`src/rtl/line_window_ctrl_if.sv`:
```
// Signal bundle between the video source / line FIFOs and line_window_ctrl.
// Video timing comes in and FIFO, window and status signals go out.
interface line_window_ctrl_if;
   // video_de is a valid-only qualifier: a pixel is transferred on every rising
   // clock edge where video_de=1. There is no ready/backpressure, because the
   // controller accepts or ignores each pixel in the cycle it arrives.
   logic        video_vs;
   logic        video_de;
   logic        fifo_rst;
   logic        fifo_wr_en1;
   logic        fifo_wr_en2;
   logic        fifo_rd_en;
   logic        win_de;
   logic        win_top;
   logic        win_bottom;
   logic        win_left;
   logic        win_right;
   logic [10:0] x_pos;
   logic [10:0] y_pos;
   logic        frame_err;
   logic [1:0]  state;

   modport master (
      output video_vs, video_de,
      input  fifo_rst, fifo_wr_en1, fifo_wr_en2, fifo_rd_en,
      input  win_de, win_top, win_bottom, win_left, win_right,
      input  x_pos, y_pos, frame_err, state
   );

   modport slave (
      input  video_vs, video_de,
      output fifo_rst, fifo_wr_en1, fifo_wr_en2, fifo_rd_en,
      output win_de, win_top, win_bottom, win_left, win_right,
      output x_pos, y_pos, frame_err, state
   );
endinterface

```
`src/rtl/line_window_ctrl.sv`:
```
// Frame/line tracker for the two-FIFO 3x3 line buffer: drives the FIFO flush,
// write and read enables, and emits the window-valid strobe with its borders.
module line_window_ctrl #(
   parameter logic [10:0] IMG_WIDTH    = 11'd1920,
   parameter logic [10:0] IMG_HEIGHT   = 11'd1080,
   parameter logic [4:0]  FLUSH_CYCLES = 5'd16
) (
   input logic               video_clk,
   input logic               rst_n,
   line_window_ctrl_if.slave bus
);

   typedef enum logic [1:0] {
      S_IDLE   = 2'd0,
      S_FLUSH  = 2'd1,
      S_WAIT   = 2'd2,
      S_ACTIVE = 2'd3
   } state_e;

   state_e      state_q, state_d;
   logic [4:0]  flush_cnt_q, flush_cnt_d;
   logic [10:0] x_cnt_q, x_cnt_d;
   logic [10:0] y_cnt_q, y_cnt_d;
   logic        frame_err_q, frame_err_d;
   logic        vs_d1_q;
   logic        wr_en2_q;
   logic        s1_de_q;
   logic [10:0] s1_x_q, s1_y_q;
   logic        win_de_q, win_top_q, win_bottom_q, win_left_q, win_right_q;
   logic [10:0] x_pos_q, y_pos_q;

   logic vs_rise, pix, x_last, y_last, short_line, wr_en1;

   assign vs_rise    = bus.video_vs & ~vs_d1_q;
   assign pix        = bus.video_de & ((state_q == S_WAIT) || (state_q == S_ACTIVE));
   assign x_last     = (x_cnt_q == IMG_WIDTH - 11'd1);
   assign y_last     = (y_cnt_q == IMG_HEIGHT - 11'd1);
   // A line that ends early is closed out so the next pixel lands on the next row.
   assign short_line = (state_q == S_ACTIVE) & ~bus.video_de & (x_cnt_q != 11'd0);
   assign wr_en1     = pix & (y_cnt_q < IMG_HEIGHT - 11'd1);

   always_comb begin
      state_d     = state_q;
      flush_cnt_d = flush_cnt_q;
      x_cnt_d     = x_cnt_q;
      y_cnt_d     = y_cnt_q;
      frame_err_d = frame_err_q;
      if (vs_rise) begin
         state_d     = S_FLUSH;
         flush_cnt_d = 5'd0;
         x_cnt_d     = 11'd0;
         y_cnt_d     = 11'd0;
         frame_err_d = 1'b0;
      end else begin
         case (state_q)
            S_IDLE: ;
            S_FLUSH: begin
               x_cnt_d = 11'd0;
               y_cnt_d = 11'd0;
               if (flush_cnt_q == FLUSH_CYCLES - 5'd1) begin
                  state_d     = S_WAIT;
                  flush_cnt_d = 5'd0;
               end else begin
                  flush_cnt_d = flush_cnt_q + 5'd1;
               end
            end
            default: begin
               if (pix) begin
                  state_d = (x_last && y_last) ? S_IDLE : S_ACTIVE;
                  if (x_last) begin
                     x_cnt_d = 11'd0;
                     y_cnt_d = y_last ? 11'd0 : y_cnt_q + 11'd1;
                  end else begin
                     x_cnt_d = x_cnt_q + 11'd1;
                  end
               end else if (short_line) begin
                  frame_err_d = 1'b1;
                  x_cnt_d     = 11'd0;
                  y_cnt_d     = y_last ? 11'd0 : y_cnt_q + 11'd1;
               end
            end
         endcase
      end
   end

   always_ff @(posedge video_clk or negedge rst_n) begin
      if (!rst_n) begin
         state_q      <= S_IDLE;
         flush_cnt_q  <= 5'd0;
         x_cnt_q      <= 11'd0;
         y_cnt_q      <= 11'd0;
         frame_err_q  <= 1'b0;
         vs_d1_q      <= 1'b0;
         wr_en2_q     <= 1'b0;
         s1_de_q      <= 1'b0;
         s1_x_q       <= 11'd0;
         s1_y_q       <= 11'd0;
         win_de_q     <= 1'b0;
         win_top_q    <= 1'b0;
         win_bottom_q <= 1'b0;
         win_left_q   <= 1'b0;
         win_right_q  <= 1'b0;
         x_pos_q      <= 11'd0;
         y_pos_q      <= 11'd0;
      end else begin
         state_q      <= state_d;
         flush_cnt_q  <= flush_cnt_d;
         x_cnt_q      <= x_cnt_d;
         y_cnt_q      <= y_cnt_d;
         frame_err_q  <= frame_err_d;
         vs_d1_q      <= bus.video_vs;
         wr_en2_q     <= wr_en1;
         // Two register stages line the strobe up with the window datapath.
         s1_de_q      <= pix;
         s1_x_q       <= pix ? x_cnt_q : 11'd0;
         s1_y_q       <= pix ? y_cnt_q : 11'd0;
         win_de_q     <= s1_de_q;
         win_top_q    <= s1_de_q & (s1_y_q == 11'd0);
         win_bottom_q <= s1_de_q & (s1_y_q == IMG_HEIGHT - 11'd1);
         win_left_q   <= s1_de_q & (s1_x_q == 11'd0);
         win_right_q  <= s1_de_q & (s1_x_q == IMG_WIDTH - 11'd1);
         x_pos_q      <= s1_x_q;
         y_pos_q      <= s1_y_q;
      end
   end

   assign bus.fifo_rst    = (state_q == S_FLUSH);
   assign bus.fifo_wr_en1 = wr_en1;
   assign bus.fifo_wr_en2 = wr_en2_q;
   assign bus.fifo_rd_en  = pix & (y_cnt_q > 11'd0);
   assign bus.win_de      = win_de_q;
   assign bus.win_top     = win_top_q;
   assign bus.win_bottom  = win_bottom_q;
   assign bus.win_left    = win_left_q;
   assign bus.win_right   = win_right_q;
   assign bus.x_pos       = x_pos_q;
   assign bus.y_pos       = y_pos_q;
   assign bus.frame_err   = frame_err_q;
   assign bus.state       = state_q;

endmodule
```
`src/flat_wrapper.sv`:
```
// flat-port wrapper written by rule: the top's interface ports become plain ports
module line_window_ctrl_flat 
#(
   parameter logic [10:0] IMG_WIDTH    = 11'd1920,
   parameter logic [10:0] IMG_HEIGHT   = 11'd1080,
   parameter logic [4:0]  FLUSH_CYCLES = 5'd16
)
  (video_clk, rst_n, bus_video_vs, bus_video_de, bus_fifo_rst, bus_fifo_wr_en1, bus_fifo_wr_en2, bus_fifo_rd_en, bus_win_de, bus_win_top, bus_win_bottom, bus_win_left, bus_win_right, bus_x_pos, bus_y_pos, bus_frame_err, bus_state);
  line_window_ctrl_if bus_i ();
  input logic video_clk;
  input logic rst_n;
  input wire logic [$bits(bus_i.video_vs)-1:0] bus_video_vs;
  input wire logic [$bits(bus_i.video_de)-1:0] bus_video_de;
  output wire logic [$bits(bus_i.fifo_rst)-1:0] bus_fifo_rst;
  output wire logic [$bits(bus_i.fifo_wr_en1)-1:0] bus_fifo_wr_en1;
  output wire logic [$bits(bus_i.fifo_wr_en2)-1:0] bus_fifo_wr_en2;
  output wire logic [$bits(bus_i.fifo_rd_en)-1:0] bus_fifo_rd_en;
  output wire logic [$bits(bus_i.win_de)-1:0] bus_win_de;
  output wire logic [$bits(bus_i.win_top)-1:0] bus_win_top;
  output wire logic [$bits(bus_i.win_bottom)-1:0] bus_win_bottom;
  output wire logic [$bits(bus_i.win_left)-1:0] bus_win_left;
  output wire logic [$bits(bus_i.win_right)-1:0] bus_win_right;
  output wire logic [$bits(bus_i.x_pos)-1:0] bus_x_pos;
  output wire logic [$bits(bus_i.y_pos)-1:0] bus_y_pos;
  output wire logic [$bits(bus_i.frame_err)-1:0] bus_frame_err;
  output wire logic [$bits(bus_i.state)-1:0] bus_state;
  assign bus_i.video_vs = bus_video_vs;
  assign bus_i.video_de = bus_video_de;
  assign bus_fifo_rst = bus_i.fifo_rst;
  assign bus_fifo_wr_en1 = bus_i.fifo_wr_en1;
  assign bus_fifo_wr_en2 = bus_i.fifo_wr_en2;
  assign bus_fifo_rd_en = bus_i.fifo_rd_en;
  assign bus_win_de = bus_i.win_de;
  assign bus_win_top = bus_i.win_top;
  assign bus_win_bottom = bus_i.win_bottom;
  assign bus_win_left = bus_i.win_left;
  assign bus_win_right = bus_i.win_right;
  assign bus_x_pos = bus_i.x_pos;
  assign bus_y_pos = bus_i.y_pos;
  assign bus_frame_err = bus_i.frame_err;
  assign bus_state = bus_i.state;
  line_window_ctrl #(.IMG_WIDTH(IMG_WIDTH), .IMG_HEIGHT(IMG_HEIGHT), .FLUSH_CYCLES(FLUSH_CYCLES)) u_core (.video_clk(video_clk), .rst_n(rst_n), .bus(bus_i));
endmodule
```
`config.mk`:
```
export PLATFORM = sky130hd
export DESIGN_NAME = line_window_ctrl_flat
export DESIGN_NICKNAME = d
export VERILOG_FILES = /design/src/rtl/line_window_ctrl_if.sv /design/src/rtl/line_window_ctrl.sv /design/src/flat_wrapper.sv
export SDC_FILE = /design/constraint.sdc
export NUM_CORES = 1
export LEC_CHECK = 0
export BUFFER_PORTS_ARGS = -buffer_cell sky130_fd_sc_hd__buf_2
export CORE_MARGIN = 2
export CORE_UTILIZATION = 45
export DETAILED_ROUTE_END_ITERATION = 16
export MAX_ROUTING_LAYER = met4
export SLEW_MARGIN = 10
export SYNTH_ARGS = -nofsm -noshare
export SYNTH_HDL_FRONTEND = slang
export SYNTH_SLANG_ARGS = --single-unit
export TNS_END_PERCENT = 5
```
`constraint.sdc`:
```
create_clock -name video_clk -period 3 [get_ports video_clk]
set_input_delay 0.45 -clock video_clk [delete_from_list [all_inputs] [get_ports video_clk]]
set_output_delay 0.45 -clock video_clk [all_outputs]
set_load 0.03 [all_outputs]
```
# ---- After elaboration in Yosys (flattened, before gate mapping)
# Index checks and enable logic that the tools add are counted.
dict set report word_totals {
  input_bits 4
  output_inout_bits 34
  elab_cells 87
  register_bits 82
}
dict set report classes {
  addsub 3
  n_mux 25
  n_eq_ne 13
  bitwise_logic 12
  magnitude_cmp 2
  n_reduce_logical 15
}
# operator n
set op_table {}
lappend op_table {{$mux 11} 11}
lappend op_table {{$eq 11x11->1 const B} 4}
lappend op_table {{$pmux 11 s2} 2}
lappend op_table {{$add 11x1->11 const B} 2}
lappend op_table {{$logic_not 11->1} 2}
lappend op_table {{$mux 5} 3}
lappend op_table {{$gt 11x1->1 const B} 1}
lappend op_table {{$lt 11x11->1 const B} 1}
lappend op_table {{$reduce_bool 11->1} 1}
lappend op_table {{$and 1x1->1} 10}
lappend op_table {{$reduce_and 3->1} 3}
lappend op_table {{$mux 2} 4}
lappend op_table {{$ne 2x1->1 const B} 3}
lappend op_table {{$add 5x1->5 const B} 1}
lappend op_table {{$eq 5x4->1 const B} 1}
lappend op_table {{$eq 2x2->1 const B} 2}
lappend op_table {{$mux 1} 4}
lappend op_table {{$ne 4x3->1 const B} 1}
lappend op_table {{$pmux 2 s2} 1}
lappend op_table {{$reduce_bool 2->1} 2}
lappend op_table {{$reduce_bool 4->1} 1}
lappend op_table {{$ne 3x1->1 const B} 1}
lappend op_table {{$reduce_bool 3->1} 1}
lappend op_table {{$eq 2x1->1 const B} 1}
lappend op_table {{other kinds (6)} 7}

# ---- Depth between registers and ports, before layout
# Gate-level depths: netlist of the first run.
dict set report logic_depth {
  depth_word 7
  mapped_depth 8
  ltp_nobuf 7
}

# ---- Worst setup path before layout of the first run
# No wires, ideal clock.
dict set report synth_path {
  path_type {flip-flop to output port}
  from {register u_core.y_cnt_q[7]}
  to {output bus_fifo_wr_en1}
  n_path_buf 0
  arrival_ns 1.688
  stages_incl_launch_ff 4
  path_slack_ns 0.862
  required_time_ns 2.550
  path_cell_list {dfrtp_1 or4_1 o21bai_1 a21oi_1}
}
dict set report synth_via {
  elab_chain_len 2
}
# item line
set synth_rtl {}
lappend synth_rtl {{start, declared} line_window_ctrl.sv:23} ;# logic [10:0] y_cnt_q, y_cnt_d;
lappend synth_rtl {{start signal, assigned} line_window_ctrl.sv:109} ;# y_cnt_q <= y_cnt_d;
lappend synth_rtl {{$lt 11x11->1} line_window_ctrl.sv:40} ;# assign wr_en1 = pix & (y_cnt_q < IMG_HEIGHT - 11'd1);
lappend synth_rtl {{$and 1x1->1} line_window_ctrl.sv:40}
lappend synth_rtl {{end, declared} flat_wrapper.sv:15} ;# output wire logic [$bits(bus_i.fifo_wr_en1)-1:0] bus_fifo_wr_en1;
# No other way between the ends.

# ---- Final worst setup path of the first run
# Same ends and word-level chain as after synthesis.

==> flow_summary.ini, run 1 <==
[timing]
slew_headroom = 0.3468
final_hold_viol_count = 0
finalSetupViolCount = 0
worst_slew_pin_slew_ps = 979.8
fmax_mhz = 411.4
fin_crit_ps = 2431
slew_viol_final = 0
grt_setup_unrepaired = false
period_share = 0.8102
fin_tns_setup_ps = 0
skew_ps = 9.736

[clock_tree]
cts_sinks = 82
cts_setup_buffers = 0
cts_root_buf = clkbuf_8
cts_buffers = 9
cts_tree = built
path_clk_slew_ps = 90
cts_resized = 0
htree_levels = 3
ctsLongestPathBuffers = 2
clkLatencyLatePin_ps = 350
hold_buffers = 0

[global_route]
grt-ovfl-total = 0
grt_pass1_vias = 2146
grt_max_degree = 83
grt.total_usage = 0.1828
grt_pass1_wl_mm = 10.66
antenna_found_initial = 0

[critical_path]
critPathTopFamily = simple AND/OR/NAND/NOR gates
arrival_ps = 1980
cp_slowest_cell = or4_1
required_ps = 2550
worst_setup_path_start_kind = register
ff2ff_path_depth = 6
critical_path.endpoint_type = output port
cpPeakStageDelay_ps = 610
cp_cell_sequence = or4_1, o21bai_1, a21oi_1, buf_2
crit_fanout = 7
worst-path-buf-inv = 1
cp_num_cells = 4
critPathKind = register to output port

[placed_design]
dp_hpwl_mm = 4.306
dp_cells = 418
gp_congestion = 0.8714
portBuffers = 37

[yosys]
ys_ff_latch = 82
yosysWarnings = 0
postSynthCellCount = 287
synth_edf_count = 0
synth-simple-area-share = 0.2012
synthAdderAreaFrac = 0.01913
yosysSeqAreaShare = 0.6274
synth_cell_types = 45
synth_top_family_by_area = simple AND/OR/NAND/NOR gates
synth_nets = 296
async_flop_share = 1.000
avgSynthCellArea_um2 = 11.40
synth_compound_area_frac = 0.1117
ys.flop_type = dfrtp_1
synth_mux_area_frac = 0.003443
synth_xor_area_frac = 0.008034
syn-cell-area_um2 = 3271

[hold_path]
hold_path_depth = 1
hold_path_class = input port to register

[floorplan]
design.die.area_um2 = 7966
design.core.area_um2 = 7137
die-width_um = 89.26
die_h_um = 89.26
num_rows = 31
io_pins = 38
start_util = 0.4583

[routing]
antenna_left = 0
dr.pass1.iters = 4
vias_per_cell = 5.265
first_iter_violations = 183
dr_total_vias = 2285
drt_wl_total_mm = 6.405
drcViolationCount = 0
post_drt_wl_per_cell_um = 14.76

[finish]
diodes = 0
stdcell_count = 434
nNetsFinal = 339
drive_gt1_frac = 0.1881
n_fill_cell = 666
syn_to_final_growth_pct = 14.42

[pwr]
power-per-cell-area_nw_per_um2 = 544.3
ir_drop_mv = 0.1924
p_leak_nw = 1.896

[status]
status = finished clean

[job]
cap_viol_max_count = 0
## cells in the mapped netlist (all sizes together), types with 3 or more instances
| cell | instances | share of area |
|---|---|---|
| clkbuf | 6 | 0.0069 |
| nand2b | 7 | 0.016 |
| inv | 13 | 0.015 |
| a31oi | 3 | 0.0057 |
| o21ai | 22 | 0.034 |
| o31ai | 7 | 0.016 |
| ha | 5 | 0.019 |
| nand2 | 21 | 0.024 |
| nand3 | 8 | 0.012 |
| dfrtp | 82 | 0.63 |
| o41ai | 3 | 0.010 |
| nor4 | 9 | 0.024 |
| a21oi | 5 | 0.0076 |
| nor3 | 14 | 0.021 |
| nor2 | 25 | 0.029 |
| buf | 3 | 0.0073 |
| a311oi | 4 | 0.011 |
| nand4 | 5 | 0.011 |
| and3 | 21 | 0.040 |
| a41oi | 3 | 0.0080 |
## sequential cells by signal, indices dropped and copies added (netlist names), 2 cells and up
| name | count |
|---|---|
| u_core.flush_cnt_q | 5 |
| u_core.bus.state | 2 |
| u_core.x_cnt_q | 11 |
| u_core.s1_x_q | 11 |
| u_core.s1_y_q | 11 |
| u_core.bus.x_pos | 11 |
| u_core.y_cnt_q | 11 |
| u_core.bus.y_pos | 11 |
## layout make-up
cell class | count | area, µm² | share of cell area
sequential | 82 | 2052 | 0.5483
clock inverter | 6 | 48.80 | 0.01304
tap | 99 | 123.9 | 0.03310
clock buffer | 10 | 127.6 | 0.03410
timing repair buffer | 41 | 217.7 | 0.05817
multi-input combinational | 183 | 1124 | 0.3002
inverter | 13 | 48.80 | 0.01304
## report_power, final
part           total, mW  internal [mW]  switching (mW)
Clock              0.719          0.308           0.411
Sequential          1.16           1.13          0.0279
Combinational      0.158         0.0506           0.107
## through the flow
stage                     area, µm²  power [mW]  hold slack (ps)  setup slack (ps)    util
after CTS                      3742       2.059            208.6             550.8  0.5244
after floorplan                3271       1.284            154.4             862.1       -
after global placement         3566       1.338            349.4             755.8  0.4996
final                          3742       2.037            222.5             569.4  0.5244
after global routing           3742       2.136            216.6             390.9  0.5244
after detailed placement       3566       1.342            353.6             697.2  0.4996
## metal layers
layer,part of all wire,GRT usage,wire length (µm),up-vias
li1,-,-,-,1121
met1,0.51,0.2690,3240,1087
met2,0.43,0.2498,2734,67
met3,0.052,0.03601,330,10
met4,0.016,0.06920,101,0
met5,0,-,0,-
## cells in the final DEF, fill, tap and decap left out, types with 3 or more instances in the layout
cell        count
dfrtp_1        82
buf_2          36
nor2_1         25
nand2_1        21
and3_1         21
o21ai_0        18
nor3_1         14
inv_1          13
clkbuf_8        9
nand3_1         8
nor4_1          7
o31ai_1         7
nand2b_1        6
a21oi_1         5
ha_1            5
buf_4           5
nand4_1         4
a311oi_1        4
o21ai_1         4
a31oi_1         3
a41oi_1         3
clkinvlp_4      3
## final timing paths
path | from | to | slack (ps)
worst max register to register | u_core.x_cnt_q[1]$_DFFE_PN0P_ | u_core.y_cnt_q[6]$_DFFE_PN0P_ | 740
worst min register to register | u_core.s1_y_q[8]$_DFF_PN0_ | u_core.bus.y_pos[8]$_DFF_PN0_ | 370
max in group asynchronous | rst_n | u_core.bus.y_pos[5]$_DFF_PN0_ | 2110
worst min-delay path | bus_video_vs | u_core.vs_d1_q$_DFF_PN0_ | 220
worst max-delay path | u_core.y_cnt_q[7]$_DFFE_PN0P_ | bus_fifo_wr_en1 | 570
min in group asynchronous | rst_n | u_core.x_cnt_q[0]$_DFFE_PN0P_ | 260
## logic make-up (layout without fill, tap and decap cells)
kind of cell / Yosys count / count (layout)
and+or+nand+nor: 120 / 120
muxes: 1 / 1
DFF: 82 / 82
xor gates and xnor gates: 3 / 3
buffers and inverters: 22 / 70
AOI/OAI and AO/OA: 54 / 54
adders and majority gates: 5 / 5
(Power assumes the default switching activity.)
==> inputs of run 2 (changes only) <==
--- a/config.mk
+++ b/config.mk
@@ -10,6 +10,7 @@
 export CORE_UTILIZATION = 45
 export DETAILED_ROUTE_END_ITERATION = 16
 export MAX_ROUTING_LAYER = met4
+export PLACE_DENSITY = 0.67
 export SLEW_MARGIN = 10
 export SYNTH_ARGS = -nofsm -noshare
 export SYNTH_HDL_FRONTEND = slang
==> constraint.sdc (replaced) <==
create_clock -name video_clk -period 2.1 [get_ports video_clk]
set_input_delay 0.315 -clock video_clk [delete_from_list [all_inputs] [get_ports video_clk]]
set_output_delay 0.315 -clock video_clk [all_outputs]
set_load 0.03 [all_outputs]
==> run 2 against run 1 <==
Effect of this change:
- combinational power up 61%
- hold slack worse by 120 ps
- setup slack worse by 620 ps
- final area up 6.7%
- clock power up 40%
- the run now ends with setup timing left
- cell count up 4.8%
- clock skew down 0.87 ps
- first-iteration DRC count up 56%
==> flow_summary.ini, run 2 (synthesis results as in run 1) <==
[status]
status = finished with violations
violations = setup timing

[timing]
fin_crit_ps = 2146
final_hold_viol_count = 0
period_share = 1.022
setup_slack_ps = -46.19
finalSetupViolCount = 1
grt_setup_unrepaired = true
slew_headroom = 0.6775
slew_viol_final = 0
skew_ps = 8.863
fmax_mhz = 465.9
hold-worst-slack_ps = 106.1
worst_slew_pin_slew_ps = 482.8

[routing]
dr.pass1.iters = 4
drcViolationCount = 0
route.met3.wl_um = 326
dr_total_vias = 2442
first_iter_violations = 285
highest_layer = met4
drt_wl_total_mm = 6.544
vias_per_cell = 5.367
met1_length_mm = 3.025
antenna_left = 0
route.met2.wl_mm = 3.026
post_drt_wl_per_cell_um = 14.38

[critical_path]
critical_path.endpoint_type = output port
worst_setup_path_start_kind = register
regToRegSetupSlack_ps = 20
critPathKind = register to output port
ff2ff_path_depth = 11
required_ps = 1780
arrival_ps = 1830
crit_fanout = 3

[floorplan]
num_rows = 31
io_pins = 38
die_h_um = 89.26
start_util = 0.4583
design.die.area_um2 = 7966
die-width_um = 89.26
design.core.area_um2 = 7137

[clock_tree]
clkLatencyLatePin_ps = 350
cts_tree = built
htree_levels = 3
path_clk_slew_ps = 80
cts_sinks = 82
ctsLongestPathBuffers = 2
cts_root_buf = clkbuf_8
cts_buffers = 9

[global_route]
grt_max_degree = 52
grt_pass1_wl_mm = 10.64
grt_pass1_vias = 2277
grt-ovfl-total = 0
grt.total_usage = 0.1807
antenna_found_initial = 0

[finish]
syn_to_final_growth_pct = 22.07
diodes = 0
multiInputGateArea_um2 = 1161
seq_area_um2 = 2053
stdcell_count = 455
n_fill_cell = 612
drive_gt1_frac = 0.2528
final_cell_mix = dfrtp_1 (81), buf_2 (35), nor2_1 (24), nand2_1 (21), and3_1 (20)
mostFrequentLayoutCell = dfrtp_1
nNetsFinal = 360

[pwr]
power-per-cell-area_nw_per_um2 = 732.5
ir_drop_mv = 0.3598
p_leak_nw = 2.026

[placed_design]
gp_congestion = 0.8903
dp_cells = 429
portBuffers = 37
dp_hpwl_mm = 4.386

[hold_path]
hold_path_depth = 1
hold_path_class = input port to register

[job]
cap_viol_max_count = 0
[run 2: cell count changes in the layout (fill, tap and decap cells not counted), moves of 2 or more]
cell | before | now
buf_4 | 5 | 16
buf_6 | 0 | 9
clkinv_4 | 1 | 4
clkinvlp_4 | 3 | 1
[run 2: through the flow]
stage | total power [mW] | util | cell area [µm²] | worst slack, ps | setup TNS, ps
detailed placement | 1.931 | 0.5130 | 3661 | 143.8 | 0
global route | 3.053 | 0.5594 | 3993 | -106.6 | -144.3
global placement | 1.924 | 0.5130 | 3661 | 195.4 | 0
finish | 2.925 | 0.5594 | 3993 | -46.19 | -46.19
floorplan | 1.834 | - | 3271 | 97.12 | 0
CTS | 2.948 | 0.5508 | 3931 | -17.93 | -17.93
[run 2: final timing paths]
check / from / to
worst min register to register: u_core.s1_x_q[7]$_DFF_PN0_ / u_core.bus.x_pos[7]$_DFF_PN0_
min in group asynchronous: rst_n / u_core.x_cnt_q[1]$_DFFE_PN0P_
worst min-delay path: bus_video_vs / u_core.vs_d1_q$_DFF_PN0_
max in group asynchronous: rst_n / u_core.bus.win_de$_DFF_PN0_
worst max register to register: u_core.y_cnt_q[6]$_DFFE_PN0P_ / u_core.bus.fifo_wr_en2$_DFF_PN0_
worst max-delay path: u_core.y_cnt_q[6]$_DFFE_PN0P_ / bus_fifo_wr_en1
[run 2: final cells by class]
type	count	share of cell area
clock buffer	10	0.03196
timing repair buffer	62	0.1069
sequential	82	0.5143
clock inverter	6	0.01285
inverter	13	0.01222
multi-input combinational	183	0.2908
tap	99	0.03102
[run 2: routing by layer]
layer  vias up  track usage
li1       1171            -
met3        17      0.03324
met2        82       0.2606
met5         -            -
met1      1172       0.2406
met4         0       0.1004
[run 2: worst max-delay path, cell delays in order (launching register included)]
cell,delay (ps)
dfrtp_1,390
or4_4,550
o21bai_4,190
a21oi_2,200
buf_6,160
[run 2: where the power goes]
group	switching (mW)	internal [mW]
clock	0.571	0.441
combinational	0.160	0.0938
sequential	0.0418	1.62
[run 2: timing repair]
item	CTS	global route
pin swaps	2	2
endpoints found under the hold margin	31	0
endpoints found under the setup margin	1	18
hold buffers	1	0
setup buffers	9	0
resized for setup	4	16
==> inputs of run 3 (changes only) <==
--- a/config.mk
+++ b/config.mk
@@ -8,6 +8,7 @@
 export BUFFER_PORTS_ARGS = -buffer_cell sky130_fd_sc_hd__buf_2
 export CORE_MARGIN = 2
 export CORE_UTILIZATION = 45
+export CTS_BUF_LIST = sky130_fd_sc_hd__clkbuf_8 sky130_fd_sc_hd__clkbuf_16
 export DETAILED_ROUTE_END_ITERATION = 16
 export MAX_ROUTING_LAYER = met4
 export PLACE_DENSITY = 0.67
==> run 3 against run 2 <==
Effect of this change:
- clock-buffer cell count down 1
- core utilization unchanged
- fmax about the same
- the run still ends with setup timing left
- highest routed layer unchanged
- non-clock buffer count unchanged
==> flow_summary.ini, run 3 (synthesis results as in run 1) <==
[timing]
slew_headroom = 0.6772
final_hold_viol_count = 0
finalSetupViolCount = 1
fin_crit_ps = 2146
hold-worst-slack_ps = 109.7
period_share = 1.022
grt_setup_unrepaired = true
setup_slack_ps = -45.83
slew_viol_final = 0
skew_ps = 9.196
worst_slew_pin_slew_ps = 483.2
fmax_mhz = 466.0

[routing]
vias_per_cell = 5.367
antenna_left = 0
drcViolationCount = 0
first_iter_violations = 299
drt_wl_total_mm = 6.551
dr.pass1.iters = 4
post_drt_wl_per_cell_um = 14.40
dr_total_vias = 2442

[global_route]
grt_pass1_vias = 2277
grt-ovfl-total = 0
grt_pass1_wl_mm = 10.67
grt_max_degree = 52
antenna_found_initial = 0
grt.total_usage = 0.1811

[floorplan]
start_util = 0.4583
design.die.area_um2 = 7966
die_h_um = 89.26
num_rows = 31
die-width_um = 89.26
io_pins = 38
design.core.area_um2 = 7137

[finish]
diodes = 0
mostFrequentLayoutCell = dfrtp_1
nNetsFinal = 360
drive_gt1_frac = 0.2528
final_cell_mix = dfrtp_1 (81), buf_2 (35), nor2_1 (24), nand2_1 (21), and3_1 (20)
n_fill_cell = 612
syn_to_final_growth_pct = 22.07
post-route-util = 0.5594
seq_area_um2 = 2053
multiInputGateArea_um2 = 1161

[pwr]
p_comb_frac = 0.087
power-per-cell-area_nw_per_um2 = 731.4
p_leak_nw = 2.030
switching_share = 0.2648
ir_drop_mv = 0.3561
pwr-share-seq = 0.568
cellInternalPower_mw = 2.147
power.net_switching_uw = 773.2
finalPower_mw = 2.920
clkPwrFrac = 0.345

[critical_path]
arrival_ps = 1830
critPathTopFamily = simple AND/OR/NAND/NOR gates
startpoint = u_core.y_cnt_q[6]$_DFFE_PN0P_
rr_startpoint = u_core.y_cnt_q[6]$_DFFE_PN0P_
cp_cell_sequence = or4_4, o21bai_4, a21oi_2, buf_6
critical_path.endpoint_type = output port
cp_slowest_cell = or4_4
regToRegSetupSlack_ps = 20
critPathKind = register to output port
cpPeakStageDelay_ps = 550
required_ps = 1780
worst_setup_path_start_kind = register
crit_fanout = 3
rr_endpoint = u_core.bus.fifo_wr_en2$_DFF_PN0_
cp_num_cells = 4
ff2ff_path_depth = 11
worst-path-buf-inv = 1
cp-endpoint = bus_fifo_wr_en1

[clock_tree]
path_clk_slew_ps = 90
clkLatencyLatePin_ps = 350
cts_buffers = 9
htree_levels = 3
cts_tree = built
cts_sinks = 82
ctsLongestPathBuffers = 2
cts_root_buf = clkbuf_8

[placed_design]
gp_congestion = 0.8903
dp_hpwl_mm = 4.386
portBuffers = 37

[hold_path]
hp-start = bus_video_vs
hold_path_class = input port to register
hold_path_depth = 1

[status]
status = finished with violations
violations = setup timing

[job]
cap_viol_max_count = 0
-- run 3: timing repair --
| item | CTS | global route |
|---|---|---|
| endpoints found under the setup margin | 1 | 18 |
| hold endpoints to repair | 31 | 0 |
| gates resized for setup | 4 | 16 |
| buffers inserted | 9 | 0 |
| pin swaps | 2 | 2 |
| hold buffers | 1 | 0 |
-- run 3: worst min-delay path by stage --
| stage | endpoint |
|---|---|
| 4_1_cts | u_core.vs_d1_q$_DFF_PN0_ |
| 5_1_grt | u_core.vs_d1_q$_DFF_PN0_ |
| 3_5_place_dp | u_core.x_cnt_q[2]$_DFFE_PN0P_ |
| 6_report | u_core.vs_d1_q$_DFF_PN0_ |
| 3_3_place_gp | u_core.x_cnt_q[2]$_DFFE_PN0P_ |
| 2_1_floorplan | u_core.bus.fifo_wr_en2$_DFF_PN0_ |
-- run 3: metrics by stage --
step,cells,setup WS [ps],area [µm²],setup TNS [ps]
after global placement,429,195.4,3661,0
after floorplan,287,97.12,3271,0
after CTS,455,-17.93,3931,-17.93
after detailed placement,429,143.8,3661,0
after global routing,455,-106.6,3993,-144.3
final,455,-45.83,3993,-45.83
-- run 3: power groups by stage --
| stage | logic (mW) | registers, mW | clock network [mW] |
|---|---|---|---|
| 5_1_grt | 0.287 | 1.66 | 1.10 |
| 2_1_floorplan | 0.145 | 1.69 | 0 |
| 3_3_place_gp | 0.237 | 1.69 | 0 |
| 3_5_place_dp | 0.241 | 1.69 | 0 |
| 4_1_cts | 0.252 | 1.66 | 1.03 |
| 6_report | 0.255 | 1.66 | 1.01 |
-- run 3: final cells by class --
| cell class | instances | share of cell area |
|---|---|---|
| tap | 99 | 0.03102 |
| clock buffer | 9 | 0.03102 |
| multi-input combinational | 183 | 0.2908 |
| clock inverter | 7 | 0.01379 |
| timing repair buffer | 62 | 0.1069 |
| inverter | 13 | 0.01222 |
| sequential | 82 | 0.5143 |
-- run 3: worst reg2reg max path, stage by stage (launching register included) --
cell and delay (ps):
dfrtp_1 390, or4_4 550, o21bai_4 190, a21oi_2 200, buf_4 140, buf_6 80, buf_6 80, buf_6 80
buf_6 90, buf_6 80, buf_6 80, buf_6 70
-- run 3: layer usage --
metal | GRT usage | vias to the layer above | wire, µm
met4 | 0.1004 | 0 | 129
met3 | 0.03324 | 12 | 324
li1 | - | 1167 | -
met2 | 0.2606 | 79 | 3117
met1 | 0.2418 | 1184 | 2979
met5 | - | - | 0
